**src/rtl/inst_fetch_pkg.sv**
```systemverilog
// Shared definitions for the instruction fetch stage: fetch state
// enumeration, instruction geometry and the default reset PC.
package inst_fetch_pkg;

    typedef enum logic [1:0] {
        IDLE  = 2'd0,
        FETCH = 2'd1,
        PUSH  = 2'd2,
        FLUSH = 2'd3
    } fetch_state_e;

    localparam int          INST_W           = 32;
    localparam int          BYTES_PER_INST   = 4;
    localparam logic [31:0] RESET_PC_DEFAULT = 32'h0000_0000;

    // Sequential successor of an instruction address (wraps at 2^32).
    function automatic logic [31:0] next_pc(input logic [31:0] pc);
        return pc + 32'(BYTES_PER_INST);
    endfunction

endpackage

```
**src/rtl/inst_fetch_assembler.sv**
```systemverilog
// Byte assembler: collects three little-endian bytes into a side buffer
// and completes the instruction word when the fourth byte arrives.
module inst_assembler
    import inst_fetch_pkg::*;
(
    input  logic              clk,
    input  logic              rst_n,
    input  logic              en,
    input  logic              clr,
    input  logic              take,
    input  logic [7:0]        byte_in,
    output logic [1:0]        cnt,
    output logic              done,
    output logic [INST_W-1:0] word
);

    logic [1:0]        cnt_r;
    logic [INST_W-9:0] buf_r;
    logic [INST_W-1:0] word_r;

    // Byte index, partial buffer and completed word; clr drops a partial word.
    always_ff @(posedge clk or negedge rst_n) begin
        if (!rst_n) begin
            cnt_r  <= 2'd0;
            buf_r  <= '0;
            word_r <= '0;
        end else if (en) begin
            if (clr) begin
                cnt_r <= 2'd0;
            end else if (take) begin
                if (cnt_r == 2'd3) begin
                    word_r <= {byte_in, buf_r};
                    cnt_r  <= 2'd0;
                end else begin
                    case (cnt_r)
                        2'd0:    buf_r[7:0]   <= byte_in;
                        2'd1:    buf_r[15:8]  <= byte_in;
                        default: buf_r[23:16] <= byte_in;
                    endcase
                    cnt_r <= cnt_r + 2'd1;
                end
            end
        end
    end

    // Completion flag and port views of the registered state.
    always_comb begin
        done = take & (cnt_r == 2'd3);
        cnt  = cnt_r;
        word = word_r;
    end

endmodule

```
**src/rtl/inst_fetch.sv**
```systemverilog
// Instruction fetch stage: walks the PC, reads each instruction as four
// byte requests, pushes completed words into the instruction queue and
// handles branch redirects, including draining a byte still owed by memory.
module inst_fetch
    import inst_fetch_pkg::*;
#(
    parameter logic [31:0] RESET_PC = RESET_PC_DEFAULT
) (
    input  logic        clk,
    input  logic        rst_n,
    input  logic        rdy,
    input  logic        jump_i,
    input  logic [31:0] jump_pc_i,
    output logic        mem_req_o,
    output logic [31:0] mem_addr_o,
    input  logic        mem_gnt_i,
    input  logic        mem_valid_i,
    input  logic [7:0]  mem_data_i,
    input  logic        full_i,
    output logic        we_o,
    output logic [31:0] inst_o,
    output logic [31:0] pc_o
);

    fetch_state_e st_r;
    logic [31:0]  pc_r;
    logic         pend_r;
    logic         we_r;
    logic [31:0]  inst_r;
    logic [31:0]  pc_out_r;

    logic [1:0]   cnt_s;
    logic         done_s;
    logic [31:0]  word_s;
    logic         req_s;
    logic         grant_s;
    logic         redirect_s;
    logic         owed_s;
    logic         take_s;

    // Handshake decode: request, grant, redirect and whether a byte stays owed.
    always_comb begin
        req_s      = (st_r == FETCH) & ~pend_r;
        grant_s    = req_s & mem_gnt_i;
        redirect_s = rdy & jump_i & (st_r != IDLE);
        owed_s     = (pend_r & ~mem_valid_i) | grant_s;
        take_s     = rdy & ~redirect_s & (st_r == FETCH) & pend_r & mem_valid_i;
        mem_req_o  = req_s;
        mem_addr_o = pc_r + {30'd0, cnt_s};
        we_o       = we_r;
        inst_o     = inst_r;
        pc_o       = pc_out_r;
    end

    inst_assembler u_asm (
        .clk     (clk),
        .rst_n   (rst_n),
        .en      (rdy),
        .clr     (redirect_s),
        .take    (take_s),
        .byte_in (mem_data_i),
        .cnt     (cnt_s),
        .done    (done_s),
        .word    (word_s)
    );

    // Fetch FSM, PC, outstanding-byte flag and registered queue write port.
    always_ff @(posedge clk or negedge rst_n) begin
        if (!rst_n) begin
            st_r     <= IDLE;
            pc_r     <= RESET_PC;
            pend_r   <= 1'b0;
            we_r     <= 1'b0;
            inst_r   <= 32'd0;
            pc_out_r <= 32'd0;
        end else if (rdy) begin
            we_r <= 1'b0;
            if (redirect_s) begin
                // A byte still owed must be drained before refetching.
                pc_r   <= jump_pc_i;
                pend_r <= owed_s;
                st_r   <= owed_s ? FLUSH : FETCH;
            end else begin
                case (st_r)
                    IDLE: begin
                        st_r <= FETCH;
                    end
                    FETCH: begin
                        if (grant_s) begin
                            pend_r <= 1'b1;
                        end else if (pend_r && mem_valid_i) begin
                            pend_r <= 1'b0;
                            if (done_s) begin
                                st_r <= PUSH;
                            end
                        end
                    end
                    PUSH: begin
                        if (!full_i) begin
                            we_r     <= 1'b1;
                            inst_r   <= word_s;
                            pc_out_r <= pc_r;
                            pc_r     <= next_pc(pc_r);
                            st_r     <= FETCH;
                        end
                    end
                    FLUSH: begin
                        if (mem_valid_i) begin
                            pend_r <= 1'b0;
                            st_r   <= FETCH;
                        end
                    end
                    default: begin
                        st_r <= IDLE;
                    end
                endcase
            end
        end
    end

endmodule

```
**config.mk**
```make
export PLATFORM = sky130hd
export DESIGN_NAME = inst_fetch
export DESIGN_NICKNAME = d
export VERILOG_FILES = /design/src/rtl/inst_fetch_pkg.sv /design/src/rtl/inst_fetch_assembler.sv /design/src/rtl/inst_fetch.sv
export SDC_FILE = /design/constraint.sdc
export NUM_CORES = 1
export LEC_CHECK = 0
export BUFFER_PORTS_ARGS = -buffer_cell sky130_fd_sc_hd__buf_2
export CAP_MARGIN = 0
export CORE_MARGIN = 8
export CORE_UTILIZATION = 50
export DETAILED_ROUTE_END_ITERATION = 6
export HOLD_SLACK_MARGIN = 0.1
export PLACE_DENSITY = 0.74
export SYNTH_ARGS = -nofsm -noshare
export SYNTH_HDL_FRONTEND = slang
export SYNTH_SLANG_ARGS = --single-unit
```
**constraint.sdc**
```tcl
create_clock -name clk -period 1.9 [get_ports clk]
set_input_delay 0.19 -clock clk [delete_from_list [all_inputs] [get_ports clk]]
set_output_delay 0.19 -clock clk [all_outputs]
set_load 0.01 [all_outputs]
```
==> metrics.cfg <==
[outcome]
outcome=finished with violations
violations=negative setup slack

[clock_tree]
cts_buffers=17
htree_levels=4
cts.sinks=158
cts_tree=done
clkTransAtPathRegs_ns=0.06
root_buffer=clkbuf_16
insertion_delay_ns=0.42
clock_path_buffers=2

[die]
core_um2=14480
die_w_um=137.7
rows=44
die_area_um2=18970
io_pins=145
start_util=0.5116
die_y_um=137.7

[final_layout]
diodes=0
area_growth_pct=46.37
fin_util=0.7488
drive_gt1_frac=0.4237
nets=1090
final-instance-count-excl-fill=1232
design_area_um2=10840

[sta]
layout_setup_ws_ns=-0.6403
hold_violations=0
max_slew_margin=0.6282
setup_viol=48
tightestPinTransition_ns=0.5577
period_needed_ns=2.540
whs_ns=0.1359
fin_crit_sh=1.337
timing.fmax_mhz=393.7
setup_tns_ns=-17.92
drv_slew=0
clock-skew-final_ns=0.005648
rsz0062_at_grt=yes

[place]
placedCellCount=1131
numPortBuffers=144
routabilityCongestion=0.9118
pre_cts_ws_ns=-0.1827
hpwl_mm=14.71
postPlaceCellArea_um2=9090

[grt]
grt_max_degree=55
grt_pass1_wl_mm=34.85
overflow=0
grt_pass1_vias=6777
antenna_found_initial=0
track_usage=0.2354

[setup_path]
path_class=register to output port
critPathMaxFanout=6
end_kind=output port
crit_path_cell_trace=ha_2 -> inv_2 -> fa_2 -> nor3_4 -> buf_6 -> buf_6 -> nand2_2 -> xnor2_2 -> buf_2
crit_top_cell=buf_6
critPathArrivalTime_ns=2.35
required_ns=1.71
crit_slowest_cell=fa_2
cp-start-kind=register
cpPeakStageDelay_ns=0.45

[synth]
syn-cell-area_um2=7407
ys_ff_latch=158
synth_ff_type=dfrtp_1
yosysMostFrequentCell=nand2_1
synth-edff-count=0
synth_area_per_cell_um2=9.785
synth_top_area_cell=dfrtp_1
syn_nets=812
synth_top_cell_area_share=0.5338
synth.distinct_cells=54
syn_inst=757
synthTopCellsByCount=nand2_1 (246), dfrtp_1 (158), mux2_2 (56)
ys_seq_area_frac=0.5338
yosys_warnings=0
ys_top_cells_by_area=dfrtp_1 (53%), nand2_1 (12%), mux2_2 (8.5%)
async_flop_share=1.000

[run]
cap_violations=0

[detailed_routing]
dr.pass1.iters=5
wire_per_inst_um=19.77
drc=0
num_vias=6914
via_per_inst=5.612
drtIter0Drc=685
totalWireLength_mm=24.35
ant_nets=0

[power_and_ir_drop]
p_clk_frac=0.366
p_leak_nw=5.652
power_mw=8.843
peakVddDrop_mv=0.7693
p_switching_mw=2.511
p_sw_frac=0.2839
seqPwrFrac=0.438
power_frac_comb=0.196
p_int_mw=6.333
p_per_area_nw_per_um2=815.7

[worst_hold_path]
worstHoldPathType=input port to register

## metal layers
| layer | global-route usage | wire length (um) |
|---|---|---|
| met4 | 0.09313 | 899 |
| met3 | 0.05252 | 2064 |
| met1 | 0.2799 | 9295 |
| met2 | 0.4060 | 12090 |
| met5 | 0 | 0 |
## kinds of logic (layout without fill, tap and decap cells)
logic type      Yosys count  count (layout)  synth area share
compound gates           70              70           0.06335
mux                      57              57           0.08649
buf+inv                  60             350           0.03514
flops                   158             158            0.5338
xor+xnor                 40              40           0.04730
simple gates            364             365            0.2194
fa+ha+maj                 8               8           0.01453
## flip-flops by register name, summed over array words and instances, names as in the netlist
| name | count |
|---|---|
| u_asm.word | 32 |
| pc_o | 32 |
| pend_r | 1 |
| u_asm.buf_r | 24 |
| st_r | 2 |
| inst_o | 32 |
| pc_r | 32 |
| u_asm.cnt | 2 |
| we_o | 1 |
## what timing repair did
item / in CTS / in global routing
hold endpoints to repair: 112 / 0
hold buffers: 42 / 0
pin swaps: 23 / 37
gates resized for setup: 60 / 65
endpoints found under the setup margin: 57 / 102
gates cloned: 0 / 1
setup buffers: 10 / 18
## power groups by stage
stage          logic, mW  clock network (mW)  registers, mW
2_1_floorplan      0.787                   0           3.81
6_report            1.73                3.24           3.88
4_1_cts             1.55                3.27           3.85
3_3_place_gp        1.37                   0           3.89
3_5_place_dp        1.39                   0           3.91
5_1_grt             1.85                3.44           3.90
## layout make-up
cell class                 instances  area [um2]
clock buffer                      20       446.7
clock inverter                    12       111.4
fill                             963        3637
inverter                           7       26.28
multi-input combinational        540        3756
sequential                       158        3961
tap                              184       230.2
timing repair buffer             311        2310
## worst max-delay path, delay by kind of cell, from the launching register on
kind,cells,cell delay [ns]
xor gates and xnor gates,1,0.17
buffers and inverters,4,0.49
adders and majority gates,2,0.65
and+or+nand+nor,2,0.25
DFF,1,0.36
## worst paths after layout
kind	start	end	slack, ns	cells after the start
setup reg to reg	pc_r[10]	pc_r[19]	-0.61	12
min in group asynchronous	rst_n	pc_o[6]	0.31	2
hold reg to reg	u_asm.word[31]	inst_o[31]	0.46	2
setup / recovery	pc_r[0]	mem_addr_o[22]	-0.64	9
hold / removal	rdy	we_o	0.14	3
max in group asynchronous	rst_n	u_asm.buf_r[19]	0.93	3
## cell usage in the layout (no fill, tap or decap), drive strengths merged, types with 7 or more instances in the layout
master,n
dfrtp,158
dlygate4sd3,42
nor4,11
ha,7
buf,269
nor2,34
xor2,21
nand3,23
clkbuf,20
nor3,10
o311ai,10
mux2,56
xnor2,19
inv,10
nand4,14
o21ai,25
a21oi,10
nand2,246
Note: power is estimated with default switching activity, not from simulation.
